### src/rtl/difftest_commit_stage_pkg.sv
// Shared constants, types and the skip classifier for the difftest commit stage.
package difftest_commit_stage_pkg;

    localparam int PKG_XLEN = 64;
    localparam int PKG_ILEN = 32;

    localparam logic [6:0]  OPC_LOAD   = 7'b0000011;
    localparam logic [6:0]  OPC_STORE  = 7'b0100011;
    localparam logic [6:0]  OPC_SYSTEM = 7'b1110011;
    localparam logic [6:0]  OPC_PUTCH  = 7'h7b;
    localparam logic [11:0] CSR_MCYCLE = 12'hB00;
    localparam logic [31:0] TRAP_INST  = 32'h0000_006b;
    localparam logic [31:0] IRQ_CODE   = 32'd7;

    typedef enum logic [0:0] {
        ST_RUN     = 1'b0,
        ST_TRAPPED = 1'b1
    } state_t;

    typedef struct packed {
        logic [PKG_XLEN-1:0] pc;
        logic [PKG_ILEN-1:0] inst;
        logic                wen;
        logic [7:0]          wdest;
        logic [PKG_XLEN-1:0] wdata;
        logic                skip;
    } commit_entry_t;

    // Instructions whose effects the reference model cannot reproduce:
    // putch, mcycle reads and accesses to device space below main memory.
    function automatic logic calc_skip(input logic [PKG_ILEN-1:0] inst,
                                       input logic [PKG_XLEN-1:0] mem_addr,
                                       input logic [PKG_XLEN-1:0] mmio_base);
        logic skip;
        case (inst[6:0])
            OPC_PUTCH:           skip = 1'b1;
            OPC_SYSTEM:          skip = (inst[31:20] == CSR_MCYCLE);
            OPC_LOAD, OPC_STORE: skip = (mem_addr < mmio_base);
            default:             skip = 1'b0;
        endcase
        return skip;
    endfunction

endpackage

### src/rtl/commit_fifo2.sv
// Two-entry synchronous FIFO holding commit entries stalled behind an interrupt.
module commit_fifo2 #(
    parameter int WIDTH = 8
) (
    input  logic             clock,
    input  logic             reset,
    input  logic             flush,
    input  logic             push,
    input  logic [WIDTH-1:0] push_data,
    input  logic             pop,
    output logic [WIDTH-1:0] pop_data,
    output logic             full,
    output logic             empty
);

    logic [WIDTH-1:0] mem_r [2];
    logic             rd_ptr_r;
    logic             wr_ptr_r;
    logic [1:0]       count_r;
    logic             do_push_s;
    logic             do_pop_s;

    assign do_pop_s  = pop && (count_r != 2'd0);
    assign do_push_s = push && ((count_r != 2'd2) || do_pop_s);
    assign pop_data  = mem_r[rd_ptr_r];
    assign full      = (count_r == 2'd2);
    assign empty     = (count_r == 2'd0);

    // Entry storage; contents of empty slots are never observed.
    always_ff @(posedge clock) begin
        if (do_push_s) begin
            mem_r[wr_ptr_r] <= push_data;
        end
    end

    // Pointers and occupancy; a flush drops every held entry.
    always_ff @(posedge clock) begin
        if (reset || flush) begin
            rd_ptr_r <= 1'b0;
            wr_ptr_r <= 1'b0;
            count_r  <= 2'd0;
        end else begin
            if (do_push_s) begin
                wr_ptr_r <= ~wr_ptr_r;
            end
            if (do_pop_s) begin
                rd_ptr_r <= ~rd_ptr_r;
            end
            case ({do_push_s, do_pop_s})
                2'b10:   count_r <= count_r + 2'd1;
                2'b01:   count_r <= count_r - 2'd1;
                default: count_r <= count_r;
            endcase
        end
    end

endmodule

### src/rtl/difftest_commit_stage_chk.sv
// Checker for the commit stage: the FIFO must never overflow.
module difftest_commit_stage_chk (
    input logic clock,
    input logic reset,
    input logic push,
    input logic pop,
    input logic full
);

    // Interrupt spacing bounds occupancy; a push onto a full FIFO loses a commit.
    a_no_overflow: assert property (@(posedge clock) disable iff (reset)
        !(push && full && !pop));

endmodule

### src/rtl/difftest_commit_stage.sv
// Retirement-side commit formatter feeding the difftest commit, trap and event probes.
module difftest_commit_stage
    import difftest_commit_stage_pkg::*;
#(
    parameter int                  XLEN      = PKG_XLEN,
    parameter int                  ILEN      = PKG_ILEN,
    parameter logic [PKG_XLEN-1:0] MMIO_BASE = 64'h8000_0000,
    parameter int                  IRQ_DELAY = 3
) (
    input  logic            clock,
    input  logic            reset,
    input  logic            wb_valid,
    input  logic [XLEN-1:0] wb_pc,
    input  logic [ILEN-1:0] wb_inst,
    input  logic            wb_rd_wen,
    input  logic [4:0]      wb_rd_addr,
    input  logic [XLEN-1:0] wb_rd_data,
    input  logic [XLEN-1:0] wb_mem_addr,
    input  logic [XLEN-1:0] a0_value,
    input  logic            irq_take,
    input  logic [XLEN-1:0] irq_pc,
    input  logic [ILEN-1:0] irq_inst,
    output logic            commit_valid,
    output logic [XLEN-1:0] commit_pc,
    output logic [ILEN-1:0] commit_instr,
    output logic            commit_skip,
    output logic            commit_wen,
    output logic [7:0]      commit_wdest,
    output logic [XLEN-1:0] commit_wdata,
    output logic            trap_valid,
    output logic [7:0]      trap_code,
    output logic [XLEN-1:0] trap_pc,
    output logic [XLEN-1:0] cycle_cnt,
    output logic [XLEN-1:0] instr_cnt,
    output logic [31:0]     intr_no,
    output logic [XLEN-1:0] intr_pc,
    output logic [ILEN-1:0] intr_inst
);

    localparam logic [XLEN-1:0] CNT_ONE = {{(XLEN-1){1'b0}}, 1'b1};

    state_t          state_r;
    commit_entry_t   commit_r;
    logic            commit_valid_r;
    logic            trap_valid_r;
    logic [7:0]      trap_code_r;
    logic [XLEN-1:0] trap_pc_r;
    logic [XLEN-1:0] cycle_cnt_r;
    logic [XLEN-1:0] instr_cnt_r;
    logic [31:0]     irq_no_r   [IRQ_DELAY];
    logic [XLEN-1:0] irq_pc_r   [IRQ_DELAY];
    logic [ILEN-1:0] irq_inst_r [IRQ_DELAY];

    commit_entry_t   in_entry_s;
    commit_entry_t   fifo_head_s;
    commit_entry_t   cand_s;
    logic            cand_valid_s;
    logic            fifo_full_s;
    logic            fifo_empty_s;
    logic            run_s;
    logic            trap_now_s;
    logic            wb_accept_s;
    logic            emit_ok_s;
    logic            emit_s;
    logic            push_s;
    logic            pop_s;
    logic [31:0]     intr_next_no_s;

    // The interrupt code that will be presented next cycle decides whether a commit may go out.
    generate
        if (IRQ_DELAY == 1) begin : g_irq_d1
            assign intr_next_no_s = irq_take ? IRQ_CODE : 32'd0;
        end else begin : g_irq_dn
            assign intr_next_no_s = irq_no_r[IRQ_DELAY-2];
        end
    endgenerate

    assign run_s       = (state_r == ST_RUN);
    assign trap_now_s  = commit_valid_r && (commit_r.inst == TRAP_INST);
    assign wb_accept_s = wb_valid && run_s && !trap_now_s;
    assign emit_ok_s   = run_s && !trap_now_s && (intr_next_no_s == 32'd0);
    assign emit_s      = emit_ok_s && cand_valid_s;
    assign pop_s       = emit_s && !fifo_empty_s;
    // An empty FIFO with a free output slot lets the new entry bypass storage.
    assign push_s      = wb_accept_s && !(fifo_empty_s && emit_ok_s);

    // Format the retiring instruction into a commit entry, classifying skip now.
    always_comb begin
        in_entry_s       = '0;
        in_entry_s.pc    = wb_pc;
        in_entry_s.inst  = wb_inst;
        in_entry_s.wen   = wb_rd_wen;
        in_entry_s.wdest = {3'b000, wb_rd_addr};
        in_entry_s.wdata = wb_rd_data;
        in_entry_s.skip  = calc_skip(wb_inst, wb_mem_addr, MMIO_BASE);
    end

    // Oldest pending entry wins; otherwise the entry arriving this cycle.
    always_comb begin
        cand_s       = in_entry_s;
        cand_valid_s = 1'b0;
        if (!fifo_empty_s) begin
            cand_s       = fifo_head_s;
            cand_valid_s = 1'b1;
        end else begin
            cand_s       = in_entry_s;
            cand_valid_s = wb_accept_s;
        end
    end

    commit_fifo2 #(
        .WIDTH ($bits(commit_entry_t))
    ) u_fifo (
        .clock     (clock),
        .reset     (reset),
        .flush     (trap_now_s),
        .push      (push_s),
        .push_data (in_entry_s),
        .pop       (pop_s),
        .pop_data  (fifo_head_s),
        .full      (fifo_full_s),
        .empty     (fifo_empty_s)
    );

    difftest_commit_stage_chk u_chk (
        .clock (clock),
        .reset (reset),
        .push  (push_s),
        .pop   (pop_s),
        .full  (fifo_full_s)
    );

    // Commit and trap registers, counters and the RUN/TRAPPED state.
    always_ff @(posedge clock) begin
        if (reset) begin
            state_r        <= ST_RUN;
            commit_r       <= '0;
            commit_valid_r <= 1'b0;
            trap_valid_r   <= 1'b0;
            trap_code_r    <= 8'd0;
            trap_pc_r      <= '0;
            cycle_cnt_r    <= '0;
            instr_cnt_r    <= '0;
        end else begin
            commit_valid_r <= emit_s;
            if (run_s) begin
                cycle_cnt_r <= cycle_cnt_r + CNT_ONE;
            end
            if (emit_s) begin
                commit_r    <= cand_s;
                instr_cnt_r <= instr_cnt_r + CNT_ONE;
                if (cand_s.inst == TRAP_INST) begin
                    trap_valid_r <= 1'b1;
                    trap_code_r  <= a0_value[7:0];
                    trap_pc_r    <= cand_s.pc;
                end
            end
            if (trap_now_s) begin
                state_r <= ST_TRAPPED;
            end
        end
    end

    // Interrupt alignment pipe; frozen once trapped so the last event stays visible.
    always_ff @(posedge clock) begin
        if (reset) begin
            for (int i = 0; i < IRQ_DELAY; i++) begin
                irq_no_r[i]   <= 32'd0;
                irq_pc_r[i]   <= '0;
                irq_inst_r[i] <= '0;
            end
        end else if (run_s) begin
            irq_no_r[0]   <= irq_take ? IRQ_CODE : 32'd0;
            irq_pc_r[0]   <= irq_take ? irq_pc : '0;
            irq_inst_r[0] <= irq_take ? irq_inst : '0;
            for (int i = 1; i < IRQ_DELAY; i++) begin
                irq_no_r[i]   <= irq_no_r[i-1];
                irq_pc_r[i]   <= irq_pc_r[i-1];
                irq_inst_r[i] <= irq_inst_r[i-1];
            end
        end
    end

    assign commit_valid = commit_valid_r;
    assign commit_pc    = commit_r.pc;
    assign commit_instr = commit_r.inst;
    assign commit_skip  = commit_r.skip;
    assign commit_wen   = commit_r.wen;
    assign commit_wdest = commit_r.wdest;
    assign commit_wdata = commit_r.wdata;
    assign trap_valid   = trap_valid_r;
    assign trap_code    = trap_code_r;
    assign trap_pc      = trap_pc_r;
    assign cycle_cnt    = cycle_cnt_r;
    assign instr_cnt    = instr_cnt_r;
    assign intr_no      = irq_no_r[IRQ_DELAY-1];
    assign intr_pc      = irq_pc_r[IRQ_DELAY-1];
    assign intr_inst    = irq_inst_r[IRQ_DELAY-1];

endmodule

### config.mk
export PLATFORM = sky130hd
export DESIGN_NAME = difftest_commit_stage
export DESIGN_NICKNAME = d
export VERILOG_FILES = /design/src/rtl/difftest_commit_stage_pkg.sv /design/src/rtl/commit_fifo2.sv /design/src/rtl/difftest_commit_stage_chk.sv /design/src/rtl/difftest_commit_stage.sv
export SDC_FILE = /design/constraint.sdc
export NUM_CORES = 1
export LEC_CHECK = 0
export CAP_MARGIN = 10
export CORE_AREA = 2 2 349 351
export CTS_CLUSTER_SIZE = 30
export DETAILED_ROUTE_END_ITERATION = 12
export DIE_AREA = 0 0 351 353
export GPL_ROUTABILITY_DRIVEN = 1
export GPL_TIMING_DRIVEN = 0
export SYNTH_ARGS = -nofsm -noshare
export SYNTH_HDL_FRONTEND = slang
export SYNTH_SLANG_ARGS = --single-unit
### constraint.sdc
create_clock -name clock -period 17.1 [get_ports clock]
set_input_delay 3.42 -clock clock [delete_from_list [all_inputs] [get_ports clock]]
set_output_delay 3.42 -clock clock [all_outputs]
set_load 0.005 [all_outputs]
==> results_dict.tcl <==
set metrics [dict create \
    cts_tree "yes" \
    ys_types 47 \
    syn-instance-count 3371 \
    min_path_type "flip-flop to flip-flop" \
    worstRegToRegCells 12 \
    placed_area_sq_um 50300 \
    synth_ff_type "edfxtp_1" \
    drv_cap 0 \
    h-tree-depth 3 \
    status "completed" \
    yosysTopAreaCell "edfxtp_1" \
    die_x_um 351 \
    vias_per_cell 4.81 \
    p_leak_nw 20.1 \
    synthMuxAreaShare 0.0666 \
    hold_start "trap_valid" \
    detail-route-antenna-nets 0 \
    drc 0 \
    cts.clk_slew.worst_paths_ns 0.06 \
    synth_compound_area_frac 0.0558 \
    critPathLaunchType "input pin" \
    finalCriticalPeriod_ns 6.27 \
    p_per_area_nw_per_um2 128 \
    drt-initial-drc-count 2081 \
    hold_buffers 0 \
    yosys_register_bits 1000 \
    drt-pass1-iter-count 5 \
    avgSynthCellArea_sq_um 11.9 \
    setup_tns_ns 0 \
    layout.cells.non_filler 6037 \
    postCtsSetupBuffers 0 \
    gp_congestion 0.875 \
    grt_max_degree 73 \
    synth_xor_area_frac 0.0214 \
    fp.dieH_um 353 \
    synth_area_leaders "edfxtp_1 (47%), dfxtp_1 (19%), mux2i_1 (6.0%)" \
    final-setup-viol-count 0 \
    synthAdderAreaFrac 0.000937 \
    ios 894 \
    preCtsSetupSlack_ns 10.15 \
    cp_max_fo 10 \
    dp_cells 5815 \
    crit_required_ns 17.72 \
    clock_tree.buffer_depth 3 \
    r2r_slack_ns 12.65 \
    coreArea_sq_um 121000 \
    grt_pass1_wl_um 189000 \
    areaGrowthSynthToFinish_pct 34.6 \
    nets 4696 \
    rsz0062_at_grt "no" \
    dieArea_sq_um 124000 \
    worstPathArrival_ns 6.89 \
    port_buffers 773 \
    dr.max_layer_used "met5" \
    wl_met3_um 10600 \
    period_share 0.367 \
    hpwlAfterDp_um 99100 \
    whs_endpoint "trap_valid" \
    stdcell_area_sq_um 53900 \
    drt-wirelength-per-cell_um 21.9 \
    relSlewSlack 0.168 \
    crit_type "input pin to flip-flop" \
    cts-resized-gates 0 \
    grt_overflow_total 0 \
    synth-edff-count 625 \
    rows 128 \
    crit_path_end_kind "flip-flop" \
    regToRegEndpoint "u_fifo.mem_r[0][145]" \
    cts_made_buffers 106 \
    final.setup.worst_slack_ns 10.83 \
    syn_area_sq_um 40100 \
    worstMarginPinSlew_ns 1.24 \
    antenna_found_initial 31 \
    max_freq_ghz 0.160 \
    whs_path_depth 2 \
    ir_drop_uv 92.0 \
    wl_met2_um 63500 \
    synth_top_family_by_area "simple AND/OR/NAND/NOR gates" \
    synthArstFlopShare 0 \
    initial_core_util 0.332 \
    synth_top_area_frac 0.468 \
    drive_gt1_frac 0.0804 \
    clk_latency_ns 0.72 \
    cts_root_buf "clkbuf_16" \
    r2r_start "commit_instr[5]" \
    ys_warn_count 0 \
    synth_seq_area_share 0.656 \
    routed_wl_um 132000 \
    synth-simple-area-share 0.153 \
    finClkSkew_ns 0.0624 \
    track_usage 0.207 \
    cts_num_sinks 1000 \
    vias 29042 \
    final_max_slew_viol_count 0 \
    grt_pass1_vias 28160 \
    finalHoldViolCount 0 \
    met1_length_um 54000 \
]
worst max path at each step:
stage               startpoint                   end  slack (ns)  depth (start not counted)
finish                wb_valid         commit_pc[57]       10.83                          8
global route          wb_valid         commit_pc[57]       10.75                          8
CTS                   wb_valid         commit_pc[57]       10.91                          8
detailed placement    wb_valid         commit_pc[57]       10.15                          8
global placement      wb_valid  u_fifo.mem_r[0][140]        0.17                          5
floorplan             wb_valid    u_fifo.mem_r[0][0]        5.75                          4
layer usage:
| metal | track usage | vias to the layer above |
|---|---|---|
| li1 | - | 13698 |
| met1 | 0.258 | 14158 |
| met2 | 0.343 | 958 |
| met3 | 0.0587 | 206 |
| met4 | 0.0675 | 22 |
| met5 | 0 | - |
synthesized netlist by cell type, types with 2 or more instances:
cell / instances
nand3b_1: 2
nor4bb_1: 4
xnor2_1: 49
nand2_1: 562
nor4_1: 44
and3_1: 122
or3_1: 39
mux2_2: 22
o21ai_0: 109
buf_2: 16
o211ai_1: 72
a21bo_2: 2
or2_2: 3
inv_1: 16
nor4b_1: 3
and4_1: 16
nor3_1: 20
buf_1: 22
o31ai_1: 11
ha_1: 3
clkbuf_1: 174
a21oi_1: 195
dfxtp_1: 375
nor2b_1: 2
buf_4: 131
xor2_1: 49
or4_1: 12
and2_1: 212
edfxtp_1: 625
a31o_2: 2
mux2i_1: 242
nor2_1: 115
nand4_1: 42
nand3_1: 45
cell usage in the layout, fill, tap and decap left out, drive strengths merged, types with 115 or more instances in the layout:
master	instances
buf	186
clkdlybuf4s50	773
nor2	115
a21oi	195
dfxtp	375
clkbuf	331
and2	213
nand2	562
mux2i	242
and3	122
edfxtp	625
flip-flops by register name, indices dropped and copies added, names as in the netlist, 5 cells and up, named ones only:
register / flops
irq_inst_r: 96
instr_cnt: 64
commit_pc: 64
u_fifo.mem_r: 334
cycle_cnt: 64
irq_pc_r: 192
trap_code: 8
trap_pc: 64
commit_instr: 32
commit_wdata: 64
commit_wdest: 5
through the flow:
step	util	total power, mW	hold WS [ns]
4_1_cts	0.447	6.98	0.455
3_3_place_gp	0.414	4.67	0.440
6_report	0.447	6.93	0.453
3_5_place_dp	0.417	4.66	0.445
2_1_floorplan	-	3.87	0.442
5_1_grt	0.447	7.22	0.470
area by class of cell:
type                            count  area (sq um)
Multi-Input combinational cell   2042         12100
Antenna cell                       21          52.6
Tap cell                         1625          2030
Clock inverter                     43           537
Inverter                           16          60.1
Fill cell                       11255         66700
Buffer                            344          1810
Sequential cell                  1000         26300
Clock buffer                      157          3000
Timing Repair Buffer              789          8090
cell families (layout without fill, tap and decap cells):
logic type / count (synthesis) / after routing
AOI/OAI and AO/OA: 396 / 396
xor gates and xnor gates: 98 / 98
adders and majority gates: 3 / 3
buffers and inverters: 360 / 1349
DFF: 1000 / 1000
muxes: 264 / 264
other: 1 / 53
and+or+nand+nor: 1249 / 1249
worst max-delay path, cell delays in order:
cell             delay, ns
clkdlybuf4s50_1       0.51
o21bai_1              0.16
clkbuf_1              0.28
nor2_1                0.48
clkbuf_1              0.88
clkbuf_1              0.70
nand2_1               0.26
a21oi_1               0.18
power breakdown:
part / leakage, nW / internal [mW] / total (mW) / switching [mW]
combinational: 8.71 / 0.666 / 1.69 / 1.03
sequential: 9.64 / 2.81 / 2.91 / 0.104
clock: 1.72 / 1.34 / 2.32 / 0.978
total: 20.1 / 4.82 / 6.93 / 2.11
Note: power is estimated with default switching activity, not from simulation.
